==> src/rtl/synth_float_pkg.sv <==
// Shared float-format constants, the float32 bit layout and the int_to_float FSM states.
package synth_float_pkg;

  localparam int FLT_EXP_W  = 8;
  localparam int FLT_MANT_W = 23;
  localparam int FLT_BIAS   = 127;

  typedef struct packed {
    logic                  sign;
    logic [FLT_EXP_W-1:0]  exp;
    logic [FLT_MANT_W-1:0] mant;
  } float32_t;

  typedef enum logic [1:0] {
    IDLE = 2'd0,
    NORM = 2'd1,
    PACK = 2'd2,
    DONE = 2'd3
  } itof_state_t;

endpackage

==> src/rtl/itof_pack.sv <==
// Combinational rounding/packing of a normalised magnitude into an IEEE-754 single.
// Define ITOF_ROUND_EN for round-to-nearest-even; otherwise the magnitude is truncated.
module itof_pack
  import synth_float_pkg::*;
#(
  parameter int MAG_W = 16
) (
  input  logic                 sign,
  input  logic [MAG_W-1:0]     mag,
  input  logic [FLT_EXP_W-1:0] exp,
  output float32_t             result
);

`ifdef ITOF_ROUND_EN
  localparam logic ROUND_EN = 1'b1;
`else
  localparam logic ROUND_EN = 1'b0;
`endif

  logic [31:0]         w_al;
  logic                w_guard;
  logic                w_sticky;
  logic                w_inc;
  logic [FLT_MANT_W:0] w_sum;

  // Left-align so the hidden one sits at bit 31 whatever MAG_W is.
  assign w_al     = 32'(mag) << (32 - MAG_W);
  assign w_guard  = w_al[7];
  assign w_sticky = |w_al[6:0];
  assign w_inc    = ROUND_EN & w_guard & (w_sticky | w_al[8]);
  assign w_sum    = {1'b0, w_al[30:8]} + {23'd0, w_inc};

  // A clear hidden bit only happens for a zero input, which packs to +0.
  always_comb begin
    result = '0;
    if (w_al[31]) begin
      result.sign = sign;
      result.exp  = exp + {7'd0, w_sum[FLT_MANT_W]};
      result.mant = w_sum[FLT_MANT_W-1:0];
    end else begin
      result = '0;
    end
  end

endmodule

==> src/rtl/int_to_float.sv <==
// Iterative signed-integer to IEEE-754 single converter, one bit of normalisation per cycle.
// Rounding behaviour is selected in itof_pack by the ITOF_ROUND_EN macro.
module int_to_float
  import synth_float_pkg::*;
#(
  parameter int INT_WIDTH = 16
) (
  input  logic                 clk,
  input  logic                 reset_n,
  input  logic                 in_valid,
  output logic                 in_ready,
  input  logic [INT_WIDTH-1:0] intin,
  output logic                 out_valid,
  input  logic                 out_ready,
  output logic [31:0]          floatout
);

  localparam logic [FLT_EXP_W-1:0] EXP_INIT = 8'(FLT_BIAS + INT_WIDTH - 1);
  localparam logic [INT_WIDTH-1:0] ONE      = INT_WIDTH'(1);

  itof_state_t          r_state;
  logic                 r_sign;
  logic [INT_WIDTH-1:0] r_mag;
  logic [7:0]           r_exp;
  logic [31:0]          r_floatout;
  logic                 r_in_ready;
  logic                 r_out_valid;

  logic [INT_WIDTH-1:0] w_mag_in;
  float32_t             w_packed;

  assign w_mag_in  = intin[INT_WIDTH-1] ? (~intin + ONE) : intin;
  assign in_ready  = r_in_ready;
  assign out_valid = r_out_valid;
  assign floatout  = r_floatout;

  itof_pack #(
    .MAG_W (INT_WIDTH)
  ) u_pack (
    .sign   (r_sign),
    .mag    (r_mag),
    .exp    (r_exp),
    .result (w_packed)
  );

  // Zero skips NORM and goes straight to PACK, which emits +0 one cycle after accept.
  always_ff @(posedge clk or negedge reset_n) begin
    if (!reset_n) begin
      r_state     <= IDLE;
      r_sign      <= 1'b0;
      r_mag       <= '0;
      r_exp       <= 8'd0;
      r_floatout  <= 32'h0000_0000;
      r_in_ready  <= 1'b1;
      r_out_valid <= 1'b0;
    end else begin
      case (r_state)
        IDLE: begin
          if (in_valid) begin
            r_sign     <= intin[INT_WIDTH-1];
            r_mag      <= w_mag_in;
            r_exp      <= EXP_INIT;
            r_in_ready <= 1'b0;
            r_state    <= (intin == '0) ? PACK : NORM;
          end else begin
            r_in_ready <= 1'b1;
          end
        end
        NORM: begin
          if (r_mag[INT_WIDTH-1]) begin
            r_state <= PACK;
          end else begin
            r_mag <= r_mag << 1;
            r_exp <= r_exp - 8'd1;
          end
        end
        PACK: begin
          r_floatout  <= w_packed;
          r_out_valid <= 1'b1;
          r_state     <= DONE;
        end
        DONE: begin
          if (out_ready) begin
            r_out_valid <= 1'b0;
            r_in_ready  <= 1'b1;
            r_state     <= IDLE;
          end else begin
            r_out_valid <= 1'b1;
          end
        end
        default: begin
          r_state     <= IDLE;
          r_in_ready  <= 1'b1;
          r_out_valid <= 1'b0;
        end
      endcase
    end
  end

endmodule

==> config.mk <==
export PLATFORM = sky130hd
export DESIGN_NAME = int_to_float
export DESIGN_NICKNAME = d
export VERILOG_FILES = /design/src/rtl/synth_float_pkg.sv /design/src/rtl/itof_pack.sv /design/src/rtl/int_to_float.sv
export SDC_FILE = /design/constraint.sdc
export NUM_CORES = 1
export LEC_CHECK = 0
export CAP_MARGIN = 20
export CELL_PAD_IN_SITES_DETAIL_PLACEMENT = 1
export CELL_PAD_IN_SITES_GLOBAL_PLACEMENT = 1
export CORE_ASPECT_RATIO = 0.9
export CORE_MARGIN = 3
export CORE_UTILIZATION = 42
export DETAILED_ROUTE_END_ITERATION = 8
export PLACE_DENSITY = 0.83
export SLEW_MARGIN = 10
export SYNTH_ARGS = -nofsm -noshare
export SYNTH_HDL_FRONTEND = slang
export SYNTH_HIERARCHICAL = 1
export SYNTH_SLANG_ARGS = --single-unit
export TNS_END_PERCENT = 30
==> constraint.sdc <==
create_clock -name clk -period 2.5 [get_ports clk]
set_clock_uncertainty 0.2 [all_clocks]
set_input_delay 0.5 -clock clk [delete_from_list [all_inputs] [get_ports clk]]
set_output_delay 0.5 -clock clk [all_outputs]
set_load 0.01 [all_outputs]
---- Yosys cells after proc, flatten, opt, wreduce, memory -nomap -nowiden ----
Cells that the tools add are included.
word-level totals
  bits in latches ......................... 0
  bits of input ports ..................... 20
  output and inout bits ................... 34
  memory bits (writable) .................. 0
  bits in read-only memories .............. 0
  word-level logic and storage cells ...... 46
  register bits ........................... 61
  memories ................................ 0
cells by class
  $lt $le $gt $ge ......................... 0
  shift operators ......................... 0
  $mul .................................... 0
  reduce and logical (&&, ||, !) cells .... 10
  bitwise operators ....................... 1
  div/mod/pow operators ................... 0
  add/sub/neg operators ................... 2
  equality and inequality tests ........... 7
  mux-type cells .......................... 18
operators with widths
  kind                   count
  $mux 16                3
  $mux 32                1
  $pmux 16 s2            1
  $add 16x1->16 const B  1
  $logic_not 16->1       1
  $mux 8                 2
  $not 16->16            1
  $pmux 8 s2             1
  $mux 2                 4
  $ne 2x2->1 const B     4
  $pmux 2 s4             1
  $sub 8x1->8 const B    1
  $reduce_and 2->1       3
  $reduce_and 3->1       2
  $reduce_bool 2->1      3
  $eq 2x2->1 const B     2
  $pmux 1 s2             2
  $mux 1                 3
  $eq 2x1->1 const B     1
  $logic_not 2->1        1

---- Depth between registers and ports, before layout ----
Gate-level depths: netlist of the first run.
  depth after elaboration ................. 5
  depth in mapped cells ................... 9
  gate-level depth less buffers ........... 7

---- Modules after synthesis ----
The synthesis of the first run kept the hierarchy.
by module, submodules not included
  module        seq. area each (um^2)  times used  cells each  area an instance (um^2)
  int_to_float  1,527.7                1           297         3,133.0
  itof_pack     0.0                    1           35          259.0

---- Least setup slack after synthesis of the first run ----
No wires, ideal clock.
  path kind ............................... input port to flip-flop
  start ................................... input intin[0]
  end ..................................... register r_mag[6]
  stages .................................. 7
  setup slack ............................. 379 ps
  data arrival time ....................... 1,802 ps
  buffers on the path ..................... 0
  data required time ...................... 2,181 ps
  setup time .............................. 119 ps
  cell sequence ........................... inv_1 > ha_1 > or3b_2 > o31ai_1 > xor2_1 > o21ai_0 > o21a_1
between the ends
  cells in the longest elaborated chain, start to end .. 5
RTL lines
  element               RTL line            RTL
  from (decl)           int_to_float.sv:12  input logic [INT_WIDTH-1:0] intin,
  $not 16->16           int_to_float.sv:32  assign w_mag_in = intin[INT_WIDTH-1] ? (~intin + ONE) : intin;
  $add 16x1->16         int_to_float.sv:32
  $mux 16               int_to_float.sv:32
  $mux 16               int_to_float.sv:59  if (in_valid) begin
  $pmux 16 s2           int_to_float.sv:57  case (r_state)
  to (signal assigned)  int_to_float.sv:61  r_mag <= w_mag_in;
  to (signal assigned)  int_to_float.sv:73  r_mag <= r_mag << 1;
  to (decl)             int_to_float.sv:23  logic [INT_WIDTH-1:0] r_mag;
No other way between the ends. The select of a mux whose other input is x is not followed.
A chain may end at the register's enable or synchronous reset.

---- Worst setup path in the final report of the first run ----
  start ................................... input intin[5]
  end ..................................... register r_mag[12]
Same word-level chain as after synthesis.

==> run_results.csv, run 1 <==
group,metric,value,unit
pwr,pwr-share-clk,0.160,
yosys,yosysTopAreaCellShare,0.443,
clocking,cts_root_buf,"clkbuf_8",
place,gp_congestion,0.869,
critical_path,cp_max_fo,5,
grt,grt_max_degree,40,
clocking,htreeDepth,3,
yosys,yosys-top-cells-count,"dfrtp_1 (60), mux2_2 (34), nand2_1 (21)",
timing,min_period_over_period,0.919,
pwr,swShare,0.378,
place,place_hpwl,6.66,mm
critical_path,required,2.50,ns
yosys,netlist_instances,332,
pwr,comb_power_share,0.513,
grt,grt.total_usage,0.211,
clocking,clk_path_buf_depth,2,
floorplanning,die_w,101,um
timing,slew_viol_final,0,
yosys,ys_warn_count,6,
status,outcome,"completed",
routing,first_iter_violations,126,
timing,timing.hold.ws,0.305,ns
yosys,synth_area_leaders,"dfrtp_1 (44%), mux2_2 (11%), and2_2 (4.0%), o21ai_0 (3.0%), a21oi_1 (2.8%)",
pwr,p_switching,2.06,mW
yosys,yosysTopAreaCell,"dfrtp_1",
yosys,yosysMostFrequentCell,"dfrtp_1",
final_layout,design_area,0.00437,sq mm
timing,tns,0,ns
final_layout,insertedDiodeCount,0,
place,dp_cells,495,
final_layout,synthToLayoutAreaGrowth,28.8,%
floorplanning,core,0.00769,sq mm
routing,drtPass1Iterations,4,
timing,setup_viol,0,
final_layout,drive_gt1_frac,0.264,
floorplanning,dieArea,0.00919,sq mm
floorplanning,core.rowCount,30,
grt,grt_pass1_wl,15.1,mm
place,io_buffer_count,53,
yosys,synthDistinctLibCells,48,
yosys,yosysSeqAreaShare,0.450,
routing,vias,2822,
clocking,cts_tree,"done",
grt,grt_pass1_vias,3033,
floorplanning,io_pins,54,
place,placed_area,0.00417,sq mm
yosys,syn_area,0.00339,sq mm
clocking,insertion_delay,0.33,ns
critical_path,crit_type,"primary input to flip-flop",
pwr,powerDensity,1250,mW/mm^2
timing,worst_pin_slew,0.593,ns
clocking,cts_buffers,9,
timing,maxSlewHeadroom,0.604,
critical_path,crit_path_end_kind,"flip-flop",
yosys,synth_seq_cells,61,
clocking,post_cts_buffers,0,
clocking,postCtsHoldBufs,1,
timing,max_freq,435,MHz
routing,vias_per_cell,5.51,
floorplanning,initial_core_util,0.441,
final_layout,final_core_util,0.568,
yosys,synthFlopType,"dfrtp_1",
pwr,ir_worst_vdd,0.398,mV
timing,period_needed,2.30,ns
clocking,post_cts_resized,0,
final_layout,final_cells,512,
floorplanning,die_y,91.3,um
pwr,seqPwrFrac,0.328,
grt,grt-ovfl-total,0,
pwr,intPower,3.39,mW
final_layout,final_nets,438,
routing,wire_per_inst,17.8,um
job,max-cap-violations,0,
routing,drcViolationCount,0,
timing,finalHoldViolations,0,
routing,routed_wl,9.11,mm
timing,rsz0062_at_grt,"no",
hold_path,min_path_type,"flip-flop to flip-flop",
clocking,clkTransAtPathRegs,0.08,ns
routing,ant_nets,0,
clocking,cts_num_sinks,61,
yosys,synth_edf_count,0,
yosys,async_flop_share,1.00,
grt,antenna_found_initial,0,
pwr,p_leak,1.90,nW
yosys,syn_area_per_cell,10.2,sq um
critical_path,arrival,2.30,ns
critical_path,crit_path_start_kind,"primary input",
## critical path, stage by stage
cell             delay (ns)
clkdlybuf4s50_1        0.46
nor4_4                 0.37
nand3_2                0.18
o311ai_0               0.53
buf_4                  0.20
a21oi_1                0.06
## cell type report
type / instances / area (sq um)
flip-flops and latches: 61 / 1530
repair buffers: 85 / 781
well taps: 96 / 120
clock inverters: 5 / 50.0
multi-input cells: 242 / 1700
inverters: 12 / 45.0
fillers: 880 / 3330
clock buffers: 11 / 141
## logic make-up after synthesis
kind of cell    share of synthesized area
xor+xnor                           0.0336
compound gates                      0.134
mux                                 0.125
fa+ha+maj                          0.0258
buf+inv                            0.0550
other cells                       0.00111
flops                               0.450
simple gates                        0.176
## layer usage
| metal | vias up | global-route usage | wire length [um] |
|---|---|---|---|
| met2 | 73 | 0.368 | 4650 |
| met4 | 0 | 0.0909 | 186 |
| met5 | - | 0 | 0 |
| met1 | 1424 | 0.249 | 3980 |
| met3 | 16 | 0.0407 | 301 |
| li1 | 1309 | - | - |
## power by group through the flow
stage / Combinational (mW) / Sequential, mW / Clock [mW]
floorplan: 1.56 / 1.83 / 0
global placement: 2.64 / 1.77 / 0
detailed placement: 2.76 / 1.80 / 0
CTS: 2.81 / 1.79 / 0.893
global route: 3.05 / 1.85 / 0.939
finish: 2.80 / 1.79 / 0.871
## stage by stage
| stage | setup slack (ns) | total power, mW |
|---|---|---|
| after global routing | 0.0888 | 5.84 |
| final | 0.203 | 5.45 |
| after detailed placement | -0.154 | 4.56 |
| after global placement | -0.0829 | 4.41 |
| after CTS | 0.201 | 5.49 |
| after floorplan | 0.379 | 3.38 |
## layout by cell type (no fill, tap or decap), types with 4 or more instances in the layout
master / synthesis / layout
dfrtp_1: 60 / 60
clkdlybuf4s50_1: 0 / 52
mux2_2: 34 / 34
buf_4: 8 / 30
nand2_1: 21 / 21
o21ai_0: 20 / 20
nor2_1: 19 / 19
a21oi_1: 19 / 19
and2_2: 18 / 18
inv_1: 12 / 12
xor2_1: 10 / 10
nor3_1: 10 / 10
clkbuf_8: 0 / 10
o22ai_1: 9 / 9
conb_1: 1 / 8
nand3_1: 7 / 7
ha_1: 7 / 7
and2_1: 6 / 6
nand2b_1: 5 / 5
a22oi_1: 5 / 5
nor2b_1: 5 / 5
mux2i_1: 4 / 4
clkinv_2: 0 / 4
## registers in the layout (all words and copies together) (netlist names)
name and cells:
r_sign 1, in_ready 1, floatout 32, r_mag 16
out_valid 1, r_state 2, r_exp 8
## final timing paths
path	slack [ns]	start	cells past startpoint	to
min in group asynchronous	0.50	reset_n	2	floatout[7]
worst max register to register	0.24	r_state[1]	8	r_mag[10]
worst min-delay path	0.31	floatout[24]	1	floatout[24]
worst min register to register	0.31	floatout[24]	1	floatout[24]
max in group asynchronous	0.97	reset_n	3	r_mag[11]
worst max-delay path	0.20	intin[5]	6	r_mag[12]
Power figures use the tool's default switching activity.
==> run 2, diff against run 1 <==
ABC_CLOCK_PERIOD_IN_PS = 2500   (was unset)
CORE_MARGIN = 2   (was 3)
MAX_ROUTING_LAYER = met4   (was unset)
==> run 2 against run 1 <==
Compared with the run above: wire length fell by 5.1%; global-route usage rose by 0.58 points; die area fell by 4.1%; core utilization fell by 0.92 points; largest power group unchanged.
==> run_results.csv, run 2 (synthesis results as in run 1) <==
group,metric,value,unit
floorplanning,core.rowCount,31,
grt,grt_pass1_wl,14.4,mm
floorplanning,dieArea,0.00881,sq mm
grt,grt_max_degree,62,
critical_path,arrival,2.37,ns
critical_path,crit_path_end_kind,"flip-flop",
hold_path,min-delay-start,"r_sign",
critical_path,r2r_end,"r_mag[6]",
floorplanning,core,0.00795,sq mm
grt,grt_pass1_vias,2955,
clocking,cts_buffers,9,
critical_path,slowest_stage,"o311ai_0",
hold_path,hold_end,"r_sign",
grt,grt-ovfl-total,0,
critical_path,crit_type,"primary input to flip-flop",
floorplanning,die_y,89.3,um
clocking,insertion_delay,0.35,ns
critical_path,worst-path-buf-inv,2,
final_layout,drive_gt1_frac,0.267,
place,io_buffer_count,53,
routing,routed_wl,8.65,mm
routing,wire_per_inst,16.8,um
final_layout,insertedDiodeCount,0,
place,gp_congestion,0.903,
floorplanning,initial_core_util,0.427,
final_layout,largest_reg_flops,32,
routing,vias_per_cell,5.43,
critical_path,r2r_start,"r_state[1]",
final_layout,fill_cells,909,
critical_path,reg2reg_depth,8,
routing,ant_nets,0,
timing,min_period_over_period,0.939,
critical_path,crit_path_start_kind,"primary input",
final_layout,final_nets,438,
timing,maxSlewHeadroom,0.589,
routing,vias,2797,
floorplanning,io_pins,54,
clocking,htreeDepth,3,
grt,antenna_found_initial,0,
place,place_hpwl,6.21,mm
timing,rsz0062_at_grt,"no",
timing,layout_setup_ws,0.153,ns
final_layout,final_cell_mix,"dfrtp_1 (60), clkdlybuf4s50_1 (52), mux2_2 (34)",
critical_path,cp_max_fo,5,
routing,drtPass1Iterations,4,
job,max-cap-violations,0,
critical_path,worst_path_largest_cell_delay,0.60,ns
pwr,p_leak,1.92,nW
clocking,clk_path_buf_depth,2,
floorplanning,die_w,98.7,um
timing,setup_viol,0,
clocking,clkTransAtPathRegs,0.07,ns
final_layout,layout_commonest_cell,"dfrtp_1",
clocking,cts_tree,"done",
pwr,powerDensity,1270,mW/mm^2
routing,first_iter_violations,210,
timing,slew_viol_final,0,
clocking,cts_num_sinks,61,
critical_path,crit_path_cell_trace,"clkdlybuf4s50_1 -> nor4_4 -> nand3_2 -> o311ai_0 -> buf_4 -> a21oi_1",
status,outcome,"completed",
critical_path,ff2ff_setup_slack,0.27,ns
timing,max_freq,426,MHz
hold_path,min_path_type,"flip-flop to flip-flop",
pwr,ir_worst_vdd,0.423,mV
critical_path,crit_family,"buffers and inverters",
hold_path,whs_path_depth,1,
timing,finalHoldViolations,0,
timing,tns,0,ns
timing,period_needed,2.35,ns
place,post-place-ws,-0.186,ns
timing,timing.hold.ws,0.305,ns
timing,worst_pin_slew,0.609,ns
final_layout,synthToLayoutAreaGrowth,30.9,%
grt,grt.total_usage,0.217,
routing,drcViolationCount,0,
critical_path,required,2.52,ns
clocking,cts_root_buf,"clkbuf_8",
[run 2: changes by cell type in the layout (fill, tap and decap cells not counted), sizes merged]
cell,before,now
clkinv,4,1
bufinv,1,3
clkinvlp,0,2
clkbuf,11,10
[run 2: final cells by class]
cell class              count  area (sq um)  area share
clock buffers              10           138      0.0310
well taps                  99           124      0.0279
multi-input cells         242          1700       0.384
clock inverters             6           110      0.0248
repair buffers             85           793       0.179
inverters                  12          45.0      0.0101
flip-flops and latches     61          1530       0.344
[run 2: power by group]
part | leakage, nW | switching [mW] | internal (mW) | total (mW)
Clock | 0.119 | 0.416 | 0.687 | 1.10
Combinational | 1.07 | 1.29 | 1.47 | 2.76
Sequential | 0.728 | 0.340 | 1.44 | 1.78
[run 2: worst max-delay path by stage]
stage / cells past startpoint / endpoint / slack (ns) / from
2_1_floorplan: 7 / r_mag[6] / 0.38 / intin[0]
3_3_place_gp: 6 / r_mag[12] / -0.08 / intin[5]
3_5_place_dp: 6 / r_mag[12] / -0.19 / intin[5]
4_1_cts: 6 / r_mag[12] / 0.20 / intin[5]
5_1_grt: 6 / r_mag[12] / 0.03 / intin[5]
6_report: 6 / r_mag[12] / 0.15 / intin[5]
[run 2: layer usage]
metal | up-vias | GRT usage | wire length, um | share of wire
li1 | 1308 | - | - | -
met1 | 1417 | 0.269 | 3900 | 0.45
met2 | 55 | 0.354 | 4280 | 0.50
met3 | 17 | 0.0367 | 294 | 0.034
met4 | 0 | 0.0971 | 165 | 0.019
met5 | - | - | 0 | 0
[run 2: timing repair]
item | CTS | global route
setup buffers | 0 | 0
hold endpoints to repair | 60 | 0
hold buffers | 1 | 0
resized for setup | 0 | 0
[run 2: metrics by stage]
step	cell area, sq um	util	power, mW	instances
6_report	4440	0.559	5.65	515
5_1_grt	4440	0.559	6.04	515
4_1_cts	4440	0.559	5.69	515
3_5_place_dp	4180	0.526	4.54	498
3_3_place_gp	4180	0.526	4.39	498
2_1_floorplan	3420	-	3.38	339
==> run 3, diff against run 2 <==
CTS_CLUSTER_SIZE = 30   (was unset)
HOLD_SLACK_MARGIN = 0.12   (was unset)
SLEW_MARGIN = unset   (was 10)
==> results of run 3 <==
No change in the layout: final DEF, timing and power equal those of run 2.
